## config.mk

```make
export PLATFORM = sky130hd
export DESIGN_NAME = ex_stage
export DESIGN_NICKNAME = d
export VERILOG_FILES = /design/src/rtl/ex_stage.sv
export SDC_FILE = /design/constraint.sdc
export NUM_CORES = 1
export LEC_CHECK = 0
export CORE_MARGIN = 10
export CORE_UTILIZATION = 40
export DETAILED_ROUTE_END_ITERATION = 16
export SLEW_MARGIN = 15
export SYNTH_ARGS = -nofsm -noshare
export SYNTH_HDL_FRONTEND = slang
export SYNTH_SLANG_ARGS = --single-unit
export TNS_END_PERCENT = 1
```

## constraint.sdc

```tcl
create_clock -name clk -period 6.4 [get_ports clk]
set_input_delay 1.6 -clock clk [delete_from_list [all_inputs] [get_ports clk]]
set_output_delay 1.6 -clock clk [all_outputs]
set_load 0.005 [all_outputs]
```

## src/rtl/ex_stage.sv

```systemverilog
// Execute stage: ID/EX and EX/MEM pipeline registers around the ALU, with operand
// forwarding muxes and hold registers that keep forwarded operands stable across stalls.
module ex_stage #(
  parameter int XLEN = 32
) (
  input  logic            clk,
  input  logic            rst_n,
  input  logic            id_valid,
  input  logic            id_reg_write,
  input  logic            id_mem_read,
  input  logic            id_mem_write,
  input  logic [XLEN-1:0] id_rs1_val,
  input  logic [XLEN-1:0] id_rs2_val,
  input  logic [XLEN-1:0] id_imm,
  input  logic [XLEN-1:0] id_pc,
  input  logic [4:0]      id_rs1,
  input  logic [4:0]      id_rs2,
  input  logic [4:0]      id_rd,
  input  logic [3:0]      id_alu_op,
  input  logic            id_alu_src_imm,
  input  logic            id_alu_src_pc,
  input  logic            stall,
  input  logic            flush,
  input  logic [1:0]      forward_a,
  input  logic [1:0]      forward_b,
  input  logic [XLEN-1:0] mem_fwd_data,
  input  logic [XLEN-1:0] wb_fwd_data,
  output logic [4:0]      ex_rs1,
  output logic [4:0]      ex_rs2,
  output logic            mem_valid,
  output logic            mem_reg_write,
  output logic            mem_mem_read,
  output logic            mem_mem_write,
  output logic [XLEN-1:0] mem_alu_result,
  output logic [XLEN-1:0] mem_store_data,
  output logic [4:0]      mem_rd
);

  localparam int SHW = $clog2(XLEN);

  typedef enum logic [3:0] {
    ALU_ADD   = 4'd0,
    ALU_SUB   = 4'd1,
    ALU_AND   = 4'd2,
    ALU_OR    = 4'd3,
    ALU_XOR   = 4'd4,
    ALU_SLL   = 4'd5,
    ALU_SRL   = 4'd6,
    ALU_SRA   = 4'd7,
    ALU_SLT   = 4'd8,
    ALU_SLTU  = 4'd9,
    ALU_PASSB = 4'd10
  } alu_op_e;

  typedef struct packed {
    logic            valid;
    logic            reg_write;
    logic            mem_read;
    logic            mem_write;
    logic            alu_src_imm;
    logic            alu_src_pc;
    logic [3:0]      alu_op;
    logic [4:0]      rs1;
    logic [4:0]      rs2;
    logic [4:0]      rd;
    logic [XLEN-1:0] rs1_val;
    logic [XLEN-1:0] rs2_val;
    logic [XLEN-1:0] imm;
    logic [XLEN-1:0] pc;
  } id_ex_t;

  typedef struct packed {
    logic            valid;
    logic            reg_write;
    logic            mem_read;
    logic            mem_write;
    logic [4:0]      rd;
    logic [XLEN-1:0] alu_result;
    logic [XLEN-1:0] store_data;
  } ex_mem_t;

  id_ex_t          id_ex, id_in;
  ex_mem_t         ex_mem, ex_next;
  logic [XLEN-1:0] hold_a, hold_b;
  logic            held;
  logic [XLEN-1:0] fwd_a, fwd_b, op_a, op_b, alu_result;
  logic [SHW-1:0]  shamt;

  // An invalid ID slot becomes an all-zero bubble regardless of its other fields.
  always_comb begin
    // NOTE: default every always_comb output first so no path can infer a latch.
    id_in = '0;
    if (id_valid) begin
      id_in.valid       = 1'b1;
      id_in.reg_write   = id_reg_write;
      id_in.mem_read    = id_mem_read;
      id_in.mem_write   = id_mem_write;
      id_in.alu_src_imm = id_alu_src_imm;
      id_in.alu_src_pc  = id_alu_src_pc;
      id_in.alu_op      = id_alu_op;
      id_in.rs1         = id_rs1;
      id_in.rs2         = id_rs2;
      id_in.rd          = id_rd;
      id_in.rs1_val     = id_rs1_val;
      id_in.rs2_val     = id_rs2_val;
      id_in.imm         = id_imm;
      id_in.pc          = id_pc;
    end
  end

  // Code 11 falls back to the ID/EX value, like 00.
  always_comb begin
    fwd_a = id_ex.rs1_val;
    fwd_b = id_ex.rs2_val;
    if (held) begin
      fwd_a = hold_a;
      fwd_b = hold_b;
    end else begin
      case (forward_a)
        2'b10:   fwd_a = mem_fwd_data;
        2'b01:   fwd_a = wb_fwd_data;
        default: fwd_a = id_ex.rs1_val;
      endcase
      case (forward_b)
        2'b10:   fwd_b = mem_fwd_data;
        2'b01:   fwd_b = wb_fwd_data;
        default: fwd_b = id_ex.rs2_val;
      endcase
    end
  end

  assign op_a  = id_ex.alu_src_pc  ? id_ex.pc  : fwd_a;
  assign op_b  = id_ex.alu_src_imm ? id_ex.imm : fwd_b;
  assign shamt = op_b[SHW-1:0];

  always_comb begin
    alu_result = '0;
    case (id_ex.alu_op)
      ALU_ADD:   alu_result = op_a + op_b;
      ALU_SUB:   alu_result = op_a - op_b;
      ALU_AND:   alu_result = op_a & op_b;
      ALU_OR:    alu_result = op_a | op_b;
      ALU_XOR:   alu_result = op_a ^ op_b;
      ALU_SLL:   alu_result = op_a << shamt;
      ALU_SRL:   alu_result = op_a >> shamt;
      ALU_SRA:   alu_result = $unsigned($signed(op_a) >>> shamt);
      ALU_SLT:   alu_result = {{(XLEN-1){1'b0}}, $signed(op_a) < $signed(op_b)};
      ALU_SLTU:  alu_result = {{(XLEN-1){1'b0}}, op_a < op_b};
      ALU_PASSB: alu_result = op_b;
      default:   alu_result = '0;
    endcase
  end

  // A bubble in EX must leave a fully zero EX/MEM entry, data included.
  always_comb begin
    ex_next = '0;
    if (id_ex.valid) begin
      ex_next.valid      = 1'b1;
      ex_next.reg_write  = id_ex.reg_write;
      ex_next.mem_read   = id_ex.mem_read;
      ex_next.mem_write  = id_ex.mem_write;
      ex_next.rd         = id_ex.rd;
      ex_next.alu_result = alu_result;
      ex_next.store_data = fwd_b;
    end
  end

  always_ff @(posedge clk or negedge rst_n) begin
    // NOTE: sequential state uses non-blocking assignments so every register
    // samples pre-edge values regardless of statement order.
    if (!rst_n) begin
      id_ex  <= '0;
      ex_mem <= '0;
      hold_a <= '0;
      hold_b <= '0;
      held   <= 1'b0;
    end else if (flush) begin
      id_ex  <= '0;
      ex_mem <= '0;
      held   <= 1'b0;
    end else if (stall) begin
      ex_mem <= '0;
      // Capture only on the first stall cycle; forward codes go stale afterwards.
      if (!held) begin
        hold_a <= fwd_a;
        hold_b <= fwd_b;
        held   <= 1'b1;
      end
    end else begin
      ex_mem <= ex_next;
      id_ex  <= id_in;
      held   <= 1'b0;
    end
  end

  assign ex_rs1         = id_ex.rs1;
  assign ex_rs2         = id_ex.rs2;
  assign mem_valid      = ex_mem.valid;
  assign mem_reg_write  = ex_mem.reg_write;
  assign mem_mem_read   = ex_mem.mem_read;
  assign mem_mem_write  = ex_mem.mem_write;
  assign mem_rd         = ex_mem.rd;
  assign mem_alu_result = ex_mem.alu_result;
  assign mem_store_data = ex_mem.store_data;

endmodule

```

* Word-level counts from Yosys, hierarchy flattened
Index checks and enable logic that the tools add are counted.
** Storage, ports and cells
- Flip-flop bits (word level) :: 291
- Latch bits :: 0
- Bits in writable memories :: 0
- Memory bits (read-only) :: 0
- Input port bits :: 225
- Output and inout port bits :: 83
- Word-level logic and storage cells :: 68
- Memories :: 0
** Operators by class
- $add $sub $neg :: 2
- Multiply operators :: 0
- Divide/modulo/power cells :: 0
- Order comparisons :: 2
- Equal/unequal tests :: 15
- Shifts and indexed selects :: 3
- Muxes and demuxes :: 15
- Bitwise operators :: 5
- Reductions and logical operators :: 2
** Operators by type and width (number)
- $mux 153 :: 3
- $pmux 32 s11 :: 1
- $mux 73 :: 3
- $mux 32 :: 4
- $pmux 32 s2 :: 2
- $lt 32x32->1 :: 2
- $add 32x32->32 :: 1
- $and 32x32->32 :: 1
- $or 32x32->32 :: 1
- $shl 32x5->32 :: 1
- $shr 32x5->32 :: 1
- $sshr 32x5->32 :: 1
- $sub 32x32->32 :: 1
- $xor 32x32->32 :: 1
- $eq 4x3->1 const B :: 4
- $eq 4x4->1 const B :: 3
- $eq 4x2->1 const B :: 2
- $eq 2x1->1 const B :: 2
- $eq 2x2->1 const B :: 2
- $eq 4x1->1 const B :: 1
- $logic_not 4->1 :: 1
- $reduce_and 3->1 :: 1
- $mux 1 :: 2
- $ne 2x1->1 const B :: 1
- $not 1->1 :: 2

* Depth between registers and ports, before layout
- Word-level depth :: 9
- Mapped depth :: 23
- Mapped depth without buffers :: 21

* Worst setup path before layout
OpenSTA, ideal clock, no wires.
- Kind :: in2reg
- Start :: in forward_b[0]
- End :: reg ex_mem, in the netlist mem_alu_result[30]
- Setup time :: 0.082 ns
- Data arrival time :: 5.830 ns
- Data required time :: 6.318 ns
- Setup slack :: 0.488 ns
- Cell stages on the path :: 20
- Path buffers :: 6
- Path through :: inv_1 -> ha_1 -> or3_1 -> buf_6 -> o22a_1 -> nand2_2 -> buf_6 -> buf_2 -> buf_2 -> buf_4 -> ha_1 -> buf_2 -> o21bai_1 -> a21oi_1 -> o31ai_1 -> nand3_1 -> a2111oi_1 -> o211ai_1 -> o41a_1 -> a31oi_1
** On the way
- Longest elaborated chain between the ends :: 9
- Elaborated cells between the ends (all ways) :: 17
- Those cells by class :: add/sub (2); eq/ne (2); shift (3); mux (7); bitwise (3)
** RTL lines
- start, declared :: line 25 : input logic [1:0] forward_b,
- $eq 2x1->1 / $eq 2x2->1 (equally long branches) :: line 124 : case (forward_b)
- $pmux 32 s2 * :: line 124
- $mux 32 * :: line 115 : if (held) begin
- $mux 32 * :: line 133 : assign op_b = id_ex.alu_src_imm ? id_ex.imm : fwd_b;
- $sub 32x32->32 (tied with other cells) :: line 140 : ALU_SUB: alu_result = op_a - op_b;
- $pmux 32 s11 * :: line 138 : case (id_ex.alu_op)
- $mux 73 * :: line 157 : if (id_ex.valid) begin
- $mux 73 * :: line 181 : end else if (stall) begin
- $mux 73 * :: line 177 : end else if (flush) begin
- end signal, assigned :: line 190 : ex_mem <= ex_next;
- end, declared :: line 83 : ex_mem_t ex_mem, ex_next;
Mark *: on every way between the ends. The rest lies on a longest branch, timed or not.
A chain may end at the register's enable or synchronous reset.

* Final worst setup path
- Start :: in forward_b[0]
- End :: reg ex_mem, in the netlist mem_alu_result[0]
** On the way
- Longest elaborated chain between the ends :: 9
- Elaborated cells between the ends (all ways) :: 19
- Those cells by class :: add/sub (2); order compare (2); eq/ne (2); shift (3); mux (7); bitwise (3)
** RTL lines (line)
- $eq 2x1->1 / $eq 2x2->1 (equally long branches) :: 124
- $pmux 32 s2 * :: 124
- $mux 32 * :: 115
- $mux 32 * :: 133
- $sub 32x32->32 (tied with other cells) :: 140
- $pmux 32 s11 * :: 138
- $mux 73 * :: 157
- $mux 73 * :: 181
- $mux 73 * :: 177
Marks and branches as above.

==> flow_summary_export.csv <==
group,metric,value,unit
global_routing,grt.busiest_layer,"met2",
critical_path,critPathMaxFanout,9,
routing,viasPerCell,6.21,
critical_path,r2r_end,"mem_alu_result[18]",
finish,nFillCells,5166,
critical_path,required,6.83,ns
sta,setup_viol,0,
cts,clock_sinks,291,
cts,clk_latency,0.57,ns
floorplanning,die_w,256,um
critical_path,cp-endpoint,"mem_alu_result[0]",
critical_path,worstReg2RegStart,"held",
sta,fmax,163,MHz
global_routing,overflow,0,
power_and_ir_drop,peakVddDrop,0.209,mV
sta,setup_tns,0,ns
status,status,"finished, final reports clean",
hold_path,hold_depth,2,
critical_path,critPathLaunchType,"input port",
synthesis,netlist_area,22300,um2
cts,cts_buffers,36,
synthesis,syn_area_per_cell,8.70,um2
sta,rsz0062_at_grt,"no",
power_and_ir_drop,p_total,8070,uW
global_routing,grt_antenna_before_repair,3,
routing,wirelength,111,mm
routing,dr_total_vias,23700,
synthesis,synthDistinctLibCells,93,
synthesis,seq_area_frac_synth,32.7,%
critical_path,worstSetupStartpoint,"forward_b[0]",
sta,slew_viol_final,0,
finish,layout-drive-gt1-share,16.3,%
routing,drt_iter0_drc,2681,
global_routing,grt_pass1_vias,23500,
critical_path,arrival,6.57,ns
cts,cts_max_path_buffers,3,
synthesis,yosysMostFrequentCell,"dfrtp_1",
sta,fin_crit_sh,95.9,%
placement,port_buffers,307,
routing,drtPass1Iterations,6,
global_routing,grt_pass1_wl,161,mm
hold_path,min_path_type,"flip-flop to flip-flop",
sta,fin_crit,6.14,ns
placement,place_hpwl,86.5,mm
synthesis,postSynth.asyncResetShare,100,%
synthesis,syn_nets,2890,
global_routing,use_met2,50.4,%
cts,cts_root_buf,"clkbuf_16",
cts,cts_setup_buffers,0,
synthesis,synthTopCellsByArea,"dfrtp_1 (33%), mux2i_1 (8.9%), a22o_1 (7.4%), ha_1 (5.7%), o21ai_0 (4.5%)",
floorplanning,initial_core_util,40.5,%
global_routing,grt_usage,32.4,%
floorplanning,fp.dieH,256,um
routing,wl_per_cell,29.0,um
synthesis,synth_commonest_cells,"dfrtp_1 (291), nand2_1 (209), o21ai_0 (202)",
finish,final_util,53.5,%
global_routing,grt_max_degree,155,
job,drv_cap,0,
routing,drtAntennaViolNets,0,
critical_path,rrSetupSlack,1.54,ns
sta,relSlewSlack,31.6,%
floorplanning,fp.coreArea,55100,um2
sta,worst_pin_slew,1.02,ns
floorplanning,design.portCount,308,
synthesis,synth_area_leader_cell,"dfrtp_1",
floorplanning,dieArea,65600,um2
critical_path,r2r_cells,16,
floorplanning,rows,86,
cts,cts_tree,"built",
synthesis,yosys_register_bits,291,
power_and_ir_drop,static-leakage-power,0.0134,uW
placement,gp_congestion,1.01,
routing,drc,0,
finish,fin_cells,3816,
cts,hold_buffers,0,
synthesis,synth_cells,2562,
sta,hold_viol,0,
power_and_ir_drop,power_density,274,nW/um2
cts,clkTransAtPathRegs,0.07,ns
critical_path,cp-end-kind,"flip-flop",
global_routing,grt_use_met1,43.8,%
finish,syn_to_final_growth,32.1,%
cts,post_cts_resized,1,
synthesis,ys_warn_count,0,
global_routing,grt_util_met3,5.82,%
sta,worst_clock_skew,0.0337,ns
finish,fin_nets,3368,
synthesis,synthFlopType,"dfrtp_1",
cts,htree_levels,2,
synthesis,synth_top_area_share,32.7,%
synthesis,synth_edf_count,0,
placement,dp_cells,3750,
critical_path,worst-setup-path-type,"input port to flip-flop",
## layout by cell type (no fill, tap or decap), types with 37 or more instances in the layout
cell type,instances
clkbuf_16,37
nor2_1,139
ha_1,100
mux2i_1,199
buf_4,345
inv_1,100
a21oi_1,173
nor3_1,49
o21ai_0,200
clkdlybuf4s50_1,306
o22ai_1,62
nand2_1,209
and2_1,38
dfrtp_1,290
a22o_1,189
a211oi_1,47
o211ai_1,38
## layer usage
metal | share of wire (%) | up-vias
met2 | 45 | 1157
met4 | 4.1 | 4
met3 | 8.3 | 187
met1 | 43 | 11800
met5 | 0.10 | -
li1 | - | 10600
## power by group
| group | internal (uW) | switching [uW] | leakage (uW) |
|---|---|---|---|
| Combinational | 1560 | 2280 | 0.00880 |
| Clock | 1330 | 874 | 0.000622 |
| Sequential | 1950 | 78.7 | 0.00395 |
| Total | 4840 | 3230 | 0.0134 |
## metrics by stage
step	hold WS, ns	setup slack [ns]	cell area [um2]
after detailed placement	0.463	-0.664	28200
final	0.472	0.259	29500
after global placement	0.453	-0.596	28200
after global routing	0.496	0.00364	29500
after floorplan	0.441	0.488	22300
after CTS	0.476	0.303	29400
## final cells by class
type                            instances  area [um2]  area share, %
Sequential cell                       291        7290           24.7
Timing Repair Buffer                  667        5970           20.3
Inverter                              107         407           1.38
Clock buffer                           49        1060           3.60
Multi-Input combinational cell       1937       13600           46.2
Antenna cell                            1        2.50        0.00850
Tap cell                              748         936           3.18
Clock inverter                         16         196          0.667
## registers in the layout, indices dropped and copies added, names as in the netlist
| name | cells |
|---|---|
| ex_rs1 | 5 |
| mem_store_data | 32 |
| id_ex | 143 |
| mem_rd | 5 |
| mem_valid | 1 |
| mem_reg_write | 1 |
| held | 1 |
| mem_mem_read | 1 |
| hold_b | 32 |
| ex_rs2 | 5 |
| mem_alu_result | 32 |
| mem_mem_write | 1 |
| hold_a | 32 |
## worst max-delay path, stage by stage
cell and delay [ns]:
clkdlybuf4s50_1 0.51, inv_1 0.06, ha_1 0.40, buf_4 0.17, inv_1 0.08, buf_4 0.17
o21ai_0 0.39, o21ai_0 0.19, mux2_2 0.35, ha_1 0.39, or2_2 0.33, nor3_1 0.27
nand2_1 0.13, nor4_1 0.18, a22oi_1 0.13, buf_4 0.17, a21oi_1 0.28, buf_4 0.18
a31oi_1 0.15, o2111ai_1 0.31, a31oi_1 0.12
## kinds of logic (layout without fill, tap and decap cells)
family | after synthesis | after routing | synth area share, %
buffers and inverters | 334 | 839 | 6.77
other | 0 | 1 | 0
DFF | 291 | 291 | 32.7
xor gates and xnor gates | 18 | 18 | 0.707
AOI/OAI and AO/OA | 993 | 993 | 31.2
adders and majority gates | 103 | 103 | 5.85
and+or+nand+nor | 608 | 608 | 13.0
muxes | 215 | 215 | 9.80
## how the worst min path moves through the flow
stage / startpoint / endpoint / slack, ns
detailed placement: hold_a[26] / hold_a[26] / 0.46
finish: hold_a[28] / hold_a[28] / 0.47
floorplan: hold_a[22] / hold_a[22] / 0.44
CTS: hold_a[26] / hold_a[26] / 0.48
global route: hold_b[20] / hold_b[20] / 0.50
global placement: hold_a[23] / hold_a[23] / 0.45
Power figures use the tool's default switching activity.
